===== src/rtl/mux16_rr_arbiter.sv =====
// Round-robin arbiter/sequencer for the shared 16-bit three-input mux (A/B/C).
// Define MUX16_FIXED_PRIO_EN for fixed A>B>C priority instead of round-robin.
module mux16_rr_arbiter #(
    parameter int MAX_HOLD = 4
) (
    input  logic       clk,
    input  logic       rst,
    input  logic [2:0] req,
    input  logic       out_ready,
    output logic [2:0] gnt,
    output logic [1:0] sel,
    output logic       out_valid,
    output logic       busy
);

    typedef enum logic {IDLE = 1'b0, GRANT = 1'b1} state_t;

    state_t     state, state_n;
    logic [2:0] gnt_n;
    logic [1:0] sel_n;
    logic [3:0] hold_cnt, hold_n;
    logic       holder_req, xfer, release_now;
    logic [1:0] pick;

`ifdef MUX16_FIXED_PRIO_EN
    function automatic logic [1:0] arb(input logic [2:0] r);
        if (r[0])      arb = 2'd0;
        else if (r[1]) arb = 2'd1;
        else           arb = 2'd2;
    endfunction
`else
    logic [1:0] last, last_n;

    function automatic logic [1:0] nxt(input logic [1:0] x);
        nxt = (x == 2'd2) ? 2'd0 : x + 2'd1;
    endfunction

    // Search starts just after the previous holder and wraps back to it last.
    function automatic logic [1:0] arb(input logic [2:0] r, input logic [1:0] lst);
        logic [1:0] i1, i2;
        i1 = nxt(lst);
        i2 = nxt(i1);
        if (r[i1])      arb = i1;
        else if (r[i2]) arb = i2;
        else            arb = lst;
    endfunction
`endif

    // State register
    always_ff @(posedge clk or posedge rst) begin
        if (rst) begin
            state    <= IDLE;
            gnt      <= 3'b000;
            sel      <= 2'b00;
            hold_cnt <= 4'd0;
`ifndef MUX16_FIXED_PRIO_EN
            last     <= 2'd2;
`endif
        end else begin
            state    <= state_n;
            gnt      <= gnt_n;
            sel      <= sel_n;
            hold_cnt <= hold_n;
`ifndef MUX16_FIXED_PRIO_EN
            last     <= last_n;
`endif
        end
    end

    assign holder_req  = |(gnt & req);
    assign xfer        = out_valid & out_ready;
    assign release_now = (state == GRANT) &&
                         (!holder_req || (xfer && hold_cnt == 4'(MAX_HOLD - 1)));

    // Next-state logic
    always_comb begin
        state_n = state;
        gnt_n   = gnt;
        sel_n   = sel;
        hold_n  = hold_cnt;
`ifdef MUX16_FIXED_PRIO_EN
        pick    = arb(req);
`else
        last_n  = last;
        // On release the holder becomes the new pointer in the same edge.
        pick    = arb(req, release_now ? sel : last);
        if (release_now) last_n = sel;
`endif
        if (release_now)
            hold_n = 4'd0;
        else if (xfer)
            hold_n = hold_cnt + 4'd1;

        if (state == IDLE || release_now) begin
            if (|req) begin
                state_n = GRANT;
                gnt_n   = 3'b001 << pick;
                sel_n   = pick;
            end else begin
                state_n = IDLE;
                gnt_n   = 3'b000;
                sel_n   = 2'b00;
            end
        end
    end

    // Outputs
    always_comb begin
        busy      = (state == GRANT);
        out_valid = busy & holder_req;
    end

endmodule

===== config.mk =====
export PLATFORM = sky130hd
export DESIGN_NAME = mux16_rr_arbiter
export DESIGN_NICKNAME = d
export VERILOG_FILES = /design/src/rtl/mux16_rr_arbiter.sv
export SDC_FILE = /design/constraint.sdc
export NUM_CORES = 1
export LEC_CHECK = 0
export ABC_AREA = 1
export CAP_MARGIN = 20
export CORE_AREA = 2 2 58 60
export CTS_CLUSTER_DIAMETER = 50
export CTS_CLUSTER_SIZE = 20
export DETAILED_ROUTE_END_ITERATION = 16
export DIE_AREA = 0 0 60 62
export PLACE_DENSITY = 0.49
export SYNTH_ARGS = -nofsm -noshare
export SYNTH_HDL_FRONTEND = slang
export SYNTH_SLANG_ARGS = --single-unit
export TNS_END_PERCENT = 30

===== constraint.sdc =====
create_clock -name clk -period 1.5 [get_ports clk]
set_input_delay 0.225 -clock clk [delete_from_list [all_inputs] [get_ports clk]]
set_output_delay 0.225 -clock clk [all_outputs]
set_load 0.02 [all_outputs]

### Word level (Yosys, flattened, before mapping)

Index checks and enable logic that the tools add are counted.

* bits in latches: 0
* RAM bits: 0
* ROM bits: 0
* memories kept: 0
* bits in registers: 12

* equal/unequal tests: 3
* multipliers: 0
* mux-type cells: 14
* shift operators: 1
* reduce and logical (&&, ||, !) cells: 8
* div/mod/pow operators: 0
* bitwise gates (word level): 4
* add/subtract/negate cells: 3
* $lt $le $gt $ge: 2

Operator list (number)
* two-way mux 2 bit: 6
* two-way mux 4 bit: 2
* < comparator 2 x 3 -> 1 bit, second input constant: 2
* OR reduction 3 bit: 2
* adder 2 x 1 -> 2 bit, second input constant: 2
* adder 4 x 1 -> 4 bit, second input constant: 1
* binary-select mux 1 bit (select 2 bit): 2
* equality test 2 bit, second input constant: 2
* equality test 4 x 2 -> 1 bit, second input constant: 1
* bitwise AND 3 bit: 1
* two-way mux 1 bit: 3
* two-way mux 3 bit: 1
* << shifter 1 x 2 -> 3 bit, first input constant: 1
* bitwise AND 1 bit: 2
* logical AND 1 bit: 2
* logical OR 1 bit: 2
* nonzero test 2 bit: 1
* logical NOT 1 bit: 1
* inverter 1 bit: 1

### Depth between registers and ports, before layout

Gate-level depths: netlist of the first run.

* word-level depth: 18
* depth in mapped cells: 16
* depth with buffers taken out: 16

### Worst setup path before layout of the first run

Ideal clock, no wire load.

* kind: register -> register
* from: reg hold_cnt[1]
* to: reg sel[0]
* buffers on the path: 0
* cell stages (with the launch flop): 15
* data required time: 1382 ps
* path slack: -191 ps
* data arrival time: 1573 ps
* clock period less this slack: 1691 ps
* path through: dfrtp_1 ha_1 inv_1 nor2_2 nand4_2 nand2_2 nand2_2 nand2_1 nand2_2 nor3_2 nor2_1 nand3_1 nand2_2 nand2_1 o21ai_2

* cells in the longest elaborated chain, start to end: 14

Ends and longest elaborated chain
* start: declaration: RTL line 21 `logic [3:0] hold_cnt, hold_n;`
* start signal: assignment: RTL line 63 `hold_cnt <= hold_n;`
* equality test 4 x 2 -> 1 bit *: RTL line 73 `(!holder_req || (xfer && hold_cnt == 4'(MAX_HOLD - 1)));`
* logical AND 1 bit *: RTL line 73
* logical OR 1 bit *: RTL line 73
* logical AND 1 bit *: RTL line 72 `assign release_now = (state == GRANT) &&`
* two-way mux 2 bit
* adder 2 x 1 -> 2 bit or equality test 2 bit (tied branches): RTL line 35 `nxt = (x == 2'd2) ? 2'd0 : x + 2'd1;`
* two-way mux 2 bit: RTL line 35
* adder 2 x 1 -> 2 bit or equality test 2 bit (tied branches): RTL line 35
* two-way mux 2 bit: RTL line 35
* binary-select mux 1 bit (select 2 bit): RTL line 44 `else if (r[i2]) arb = i2;`
* two-way mux 1 bit (implied by the code): RTL line 44
* two-way mux 2 bit: RTL line 44
* two-way mux 2 bit: RTL line 43 `if (r[i1]) arb = i1;`
* two-way mux 2 bit: RTL line 95 `if (|req) begin`
* end signal: assignment: RTL line 62 `sel <= sel_n;`
* end: declaration: RTL line 11 `output logic [1:0] sel,`

Mark *: on every way between the ends. The rest lies on a longest branch, timed or not. The select of a mux whose other input is x is not followed.
A chain may end at the register's enable or synchronous reset.

### Worst setup path in the final report of the first run

* from: reg hold_cnt[0]
* to: reg gnt[1]

* cells in the longest elaborated chain, start to end: 15

Ends and longest elaborated chain
* equality test 4 x 2 -> 1 bit *: RTL line 73
* logical AND 1 bit *: RTL line 73
* logical OR 1 bit *: RTL line 73
* logical AND 1 bit *: RTL line 72
* two-way mux 2 bit
* adder 2 x 1 -> 2 bit or equality test 2 bit (tied branches): RTL line 35
* two-way mux 2 bit: RTL line 35
* adder 2 x 1 -> 2 bit or equality test 2 bit (tied branches): RTL line 35
* two-way mux 2 bit: RTL line 35
* binary-select mux 1 bit (select 2 bit): RTL line 44
* two-way mux 1 bit (implied by the code): RTL line 44
* two-way mux 2 bit: RTL line 44
* two-way mux 2 bit: RTL line 43
* << shifter 1 x 2 -> 3 bit: RTL line 97 `gnt_n = 3'b001 << pick;`
* two-way mux 3 bit: RTL line 95
* end signal: assignment: RTL line 61 `gnt <= gnt_n;`
* end: declaration: RTL line 10 `output logic [2:0] gnt,`

Marked as above.

==> results.sh, run 1 <==
export IMPL_status="finished with violations"
export IMPL_violations="setup timing"
export IMPL_clk_latency_ps=270
export IMPL_max_cap_violations=0
export IMPL_portBuffers=12
export IMPL_hold_path_class="input pin to asynchronous set/reset pin"
export IMPL_hold_violations=0
export IMPL_core_area_sq_mm=0.00318
export IMPL_final_net_count=148
export IMPL_synth_cell_type_count=20
export IMPL_tightest_slew_ps=465
export IMPL_power_leakage_nw=0.656
export IMPL_final_area_sq_mm=0.00129
export IMPL_yosysSeqAreaShare_pct=41.3
export IMPL_worst_slack_ps=-318
export IMPL_avgSynthCellArea_sq_um=7.23
export IMPL_clockBufferDepth=2
export IMPL_skew_ps=0.977
export IMPL_setup_viol=5
export IMPL_cts_tree="done"
export IMPL_die_area_sq_mm=0.00372
export IMPL_yosysWarnings=0
export IMPL_place_gp_congestion=0.789
export IMPL_fin_tns_setup_ps=-1480
export IMPL_antenna_found_initial=0
export IMPL_synthCells=101
export IMPL_drt_iter0_drc=18
export IMPL_fmax_ghz=0.550
export IMPL_hold_buffers=0
export IMPL_clock_root_buffer="clkbuf_4"
export IMPL_required_ps=1710
export IMPL_period_needed_ps=1820
export IMPL_num_io_pins=13
export IMPL_path_max_fanout=4
export IMPL_synth_edf_count=0
export IMPL_hold_ws_ps=257
export IMPL_startpoint_type="flop"
export IMPL_p_total_mw=2.34
export IMPL_yosys_area_top_type="dfrtp_1"
export IMPL_grt_pass1_vias=776
export IMPL_h_tree_depth=1
export IMPL_firstDrtPassIters=4
export IMPL_die_height_um=62
export IMPL_synth_flop_cell="dfrtp_1"
export IMPL_vias=745
export IMPL_critPathArrivalTime_ps=2030
export IMPL_detail_route_antenna_nets=0
export IMPL_place_ws_ps=-614
export IMPL_rows=21
export IMPL_dp_cells=178
export IMPL_fp_dieW_um=60
export IMPL_initial_core_util_pct=23.0
export IMPL_p_per_area_mw_per_mm2=1810
export IMPL_async_flop_share_pct=100
export IMPL_drive_gt1_share_pct=49.3
export IMPL_grt_setup_unrepaired="yes"
export IMPL_grt_pass1_wl_um=3290
export IMPL_wl_per_cell_um=10.4
export IMPL_period_share_pct=121
export IMPL_syn_nets=108
export IMPL_cts_made_buffers=3
export IMPL_syn_to_final_growth_pct=76.7
export IMPL_overflow=0
export IMPL_insertedDiodeCount=0
export IMPL_place_detailed_hpwl_um=1390
export IMPL_timing_slew_headroom_pct=69.0
export IMPL_clock_sinks=12
export IMPL_clkSlewWorstSetupHoldPaths_ps=80
export IMPL_r2r_cells=15
export IMPL_layout_cells_non_filler=186
export IMPL_wirelength_um=1930
export IMPL_syn_area_sq_um=731
export IMPL_ys_seq_elements=12
export IMPL_netlist_top_cells_area="dfrtp_1 (38%), nand2_1 (14%), inv_1 (11%)"
export IMPL_drc=0
export IMPL_drv_slew=0
export IMPL_viasPerCell=4.01
export IMPL_path_class="flop to flop"
export IMPL_vdd_drop_max_v=0.000872
export IMPL_grt_use_total_pct=12.0
export IMPL_cp_end_kind="flop"
export IMPL_grt_max_degree=13
export IMPL_final_util_pct=40.6
export IMPL_dpl_instance_area_sq_mm=0.00107
export IMPL_synth_top_area_share_pct=37.7
==> layer usage <==
layer / routed length [um] / global-route usage, % / vias to the layer above
li1: - / - / 390
met1: 846 / 15.0 / 339
met2: 1010 / 20.7 / 12
met3: 47 / 1.86 / 4
met4: 30 / 4.76 / 0
met5: 0 / 0 / -
==> synthesized netlist by cell type, types with 2 or more instances <==
cell type	count
a21oi_1	2
nand2_2	8
nand3_1	10
nand3_2	2
dfrtp_1	11
o21ai_0	3
o21ai_1	2
nand2_1	27
inv_1	21
nor2_1	5
==> cell usage in the layout, fill, tap and decap left out <==
master	synthesis	final
dfrtp_1	11	8
dfrtp_2	0	3
nand3_2	2	7
nor2_1	5	3
o21ai_1	2	4
xor2_1	1	1
inv_2	1	2
o21ai_2	1	1
nand3_4	0	2
nor3_4	0	1
clkbuf_4	0	3
o21ai_0	3	1
dlygate4sd2_1	0	5
nor2_2	1	2
nand2_8	0	3
nor2_4	0	1
a21oi_1	2	2
dfstp_2	1	1
nor3b_1	1	1
nand2_4	0	7
inv_1	21	20
nand2_2	8	8
nand4_4	0	1
nand2_1	27	17
clkdlybuf4s50_1	0	4
nor3_1	1	1
buf_4	0	25
dlymetal6s2s_1	0	1
ha_2	0	1
clkbuf_8	0	1
nand3_1	10	3
==> registers in the layout (all words and copies together), names as in the netlist <==
register  flops
busy          1
gnt           3
last          2
hold_cnt      4
sel           2
==> final cells by class <==
class / instances / area (sq um)
clock buffers: 4 / 36.3
repair buffers: 35 / 284
inverters: 22 / 82.6
flip-flops and latches: 12 / 305
multi-input cells: 67 / 526
well taps: 46 / 57.6
fillers: 322 / 1890
==> repair_timing <==
action / CTS / global route
buffers inserted: 3 / 1
cloned: 0 / 0
pin swaps: 5 / 4
hold endpoints to repair: 0 / 0
setup endpoints to repair: 12 / 8
resized for setup: 23 / 23
==> cells by family after synthesis <==
| logic type | synth area share, % |
|---|---|
| AND/OR/NAND/NOR | 38.5 |
| buffers and inverters | 11.3 |
| adder cells (fa/ha/maj) | 1.71 |
| XOR/XNOR | 1.20 |
| flip-flops | 41.3 |
| AO/OA/AOI/OAI | 5.99 |
==> power breakdown <==
group | internal [mW] | switching, mW
combinational | 0.647 | 0.928
sequential | 0.434 | 0.0634
clock | 0.147 | 0.118
total | 1.23 | 1.11
==> worst max-delay path: stages, from the launching register on <==
cell	delay, ps
dfrtp_1	360
ha_2	190
inv_2	40
nor2_4	90
nand4_4	90
nand2_4	140
nand2_8	90
nand2_4	90
nand2_4	70
nand2_2	80
nand2_4	50
nor2_2	120
nand3_2	90
nand2_4	100
nand3_2	60
nand2_1	60
==> worst paths after layout <==
| path | startpoint | end | slack, ps |
|---|---|---|---|
| min reg2reg | sel[0] | sel[0] | 580 |
| max | hold_cnt[0] | gnt[1] | -320 |
| max in group asynchronous | rst | last[1] | 900 |
| min in group clk | req[2] | busy | 510 |
| min | rst | gnt[1] | 260 |
| max reg2reg | hold_cnt[0] | gnt[1] | -320 |
Note: power is estimated with default switching activity, not from simulation.
==> run 2: changes to the inputs <==
CELL_PAD_IN_SITES_DETAIL_PLACEMENT = 1   (was unset)
CELL_PAD_IN_SITES_GLOBAL_PLACEMENT = 1   (was unset)
PLACE_DENSITY = 0.61   (was 0.49)
==> results.sh, run 2 (synthesis results as in run 1) <==
export IMPL_status="finished with violations"
export IMPL_violations="setup timing"
export IMPL_cts_made_buffers=3
export IMPL_rows=21
export IMPL_drt_iter0_drc=12
export IMPL_final_cell_mix="buf_4 (24), inv_1 (20), nand2_1 (18)"
export IMPL_detail_route_antenna_nets=0
export IMPL_critPathBufInv=2
export IMPL_insertedDiodeCount=0
export IMPL_core_area_sq_mm=0.00318
export IMPL_setup_viol=5
export IMPL_grt_pass1_wl_um=3350
export IMPL_cpMostUsedCell="nand2_4"
export IMPL_drive_gt1_share_pct=50.0
export IMPL_timing_slew_headroom_pct=69.5
export IMPL_largest_register_ffs=4
export IMPL_cts_tree="done"
export IMPL_hold_violations=0
export IMPL_antenna_found_initial=0
export IMPL_sw_frac_of_total_pct=47.0
export IMPL_grt_pass1_vias=755
export IMPL_fmax_ghz=0.548
export IMPL_power_leakage_nw=0.654
export IMPL_syn_to_final_growth_pct=77.9
export IMPL_wirelength_um=2080
export IMPL_critPathArrivalTime_ps=2020
export IMPL_pwr_share_clk_pct=10.9
export IMPL_p_per_area_mw_per_mm2=1810
export IMPL_die_area_sq_mm=0.00372
export IMPL_tightest_slew_ps=457
export IMPL_overflow=0
export IMPL_p_seq_share_pct=21.2
export IMPL_path_delay_family="simple AND/OR/NAND/NOR gates"
export IMPL_max_cap_violations=0
export IMPL_layout_cells_non_filler=186
export IMPL_p_int_mw=1.25
export IMPL_clk_latency_ps=270
export IMPL_clock_sinks=12
export IMPL_max_stage_delay_ps=400
export IMPL_grt_use_total_pct=12.2
export IMPL_viasPerCell=4.14
export IMPL_place_gp_congestion=0.752
export IMPL_p_comb_share_pct=67.9
export IMPL_vdd_drop_max_v=0.000775
export IMPL_final_net_count=148
export IMPL_place_ws_ps=-642
export IMPL_switching_power_mw=1.11
export IMPL_skew_ps=7.35
export IMPL_path_max_fanout=4
export IMPL_path_class="flop to flop"
export IMPL_drv_slew=0
export IMPL_required_ps=1700
export IMPL_die_height_um=62
export IMPL_clockBufferDepth=2
export IMPL_hold_path_class="input pin to asynchronous set/reset pin"
export IMPL_grt_setup_unrepaired="yes"
export IMPL_portBuffers=12
export IMPL_regMostFlops="hold_cnt"
export IMPL_period_needed_ps=1820
export IMPL_period_share_pct=122
export IMPL_clock_root_buffer="clkbuf_4"
export IMPL_wl_per_cell_um=11.2
export IMPL_dp_cells=179
export IMPL_grt_max_degree=13
export IMPL_num_io_pins=13
export IMPL_fp_dieW_um=60
export IMPL_firstDrtPassIters=4
export IMPL_h_tree_depth=1
export IMPL_clkSlewWorstSetupHoldPaths_ps=80
export IMPL_initial_core_util_pct=23.0
export IMPL_drc=0
export IMPL_critical_path_cell_chain="ha_4, inv_2, nor2_4, nand4_4, nand2_4, nand2_4, nand2_2, nand2_4, nor3_4, inv_1, nand2_2, nand2_1, o21ai_2"
export IMPL_critPathSlowestCell="dfrtp_1"
export IMPL_vias=770
export IMPL_final_common_cell="buf_4"
export IMPL_place_detailed_hpwl_um=1600
export IMPL_worst_slack_ps=-323
export IMPL_cp_end_kind="flop"
export IMPL_startpoint_type="flop"
export IMPL_reg_top3="hold_cnt x4, gnt x3"
## run 2: final timing paths
path	startpoint	to	slack (ps)	cells after the start
max	hold_cnt[1]	gnt[2]	-320	13
min	rst	gnt[1]	250	2
max reg2reg	hold_cnt[1]	gnt[2]	-320	13
min reg2reg	last[1]	last[1]	560	2
max in group asynchronous	rst	gnt[0]	910	2
min in group clk	last[1]	last[1]	560	2
## run 2: through the flow
step / hold slack [ps] / total power, mW / instance area, sq um / util [%] / TNS [ps]
2_1_floorplan: 88.8 / 1.26 / 754 / - / -832
3_3_place_gp: 507 / 1.73 / 1080 / 34.0 / -4140
3_5_place_dp: 512 / 1.74 / 1080 / 34.0 / -4500
4_1_cts: 271 / 2.09 / 1170 / 37.0 / -1530
5_1_grt: 305 / 2.57 / 1300 / 40.9 / -2440
6_report: 251 / 2.36 / 1300 / 40.9 / -1530
## run 2: metal layers
metal	part of all wire [%]	GRT usage [%]
met1	40	15.4
met2	55	21.4
met3	3.2	1.45
met4	1.2	4.76
met5	0	0
## run 2: area by class of cell
type	instances	area, sq um
fillers	389	1880
clock buffers	4	36.3
well taps	46	57.6
repair buffers	35	289
multi-input cells	67	529
inverters	22	82.6
flip-flops and latches	12	305
## run 2: power groups by stage
stage / Clock [mW] / Sequential (mW) / Combinational [mW]
floorplan: 0 / 0.556 / 0.699
global placement: 0 / 0.493 / 1.23
detailed placement: 0 / 0.499 / 1.25
CTS: 0.269 / 0.499 / 1.33
global route: 0.282 / 0.514 / 1.78
finish: 0.258 / 0.499 / 1.60
## run 2: repair_timing
action                                  in CTS  in global routing
hold buffers                                 0                  0
endpoints found under the hold margin        0                  0
endpoints found under the setup margin      12                  9
gates cloned                                 0                  0
resized for setup                           26                 21
buffers inserted                             0                  3
pin swaps                                    4                  7
==> run 3: changes to the inputs <==
CTS_CLUSTER_DIAMETER = unset   (was 50)
==> results of run 3 <==
No change in the layout: final DEF, timing and power equal those of run 2.
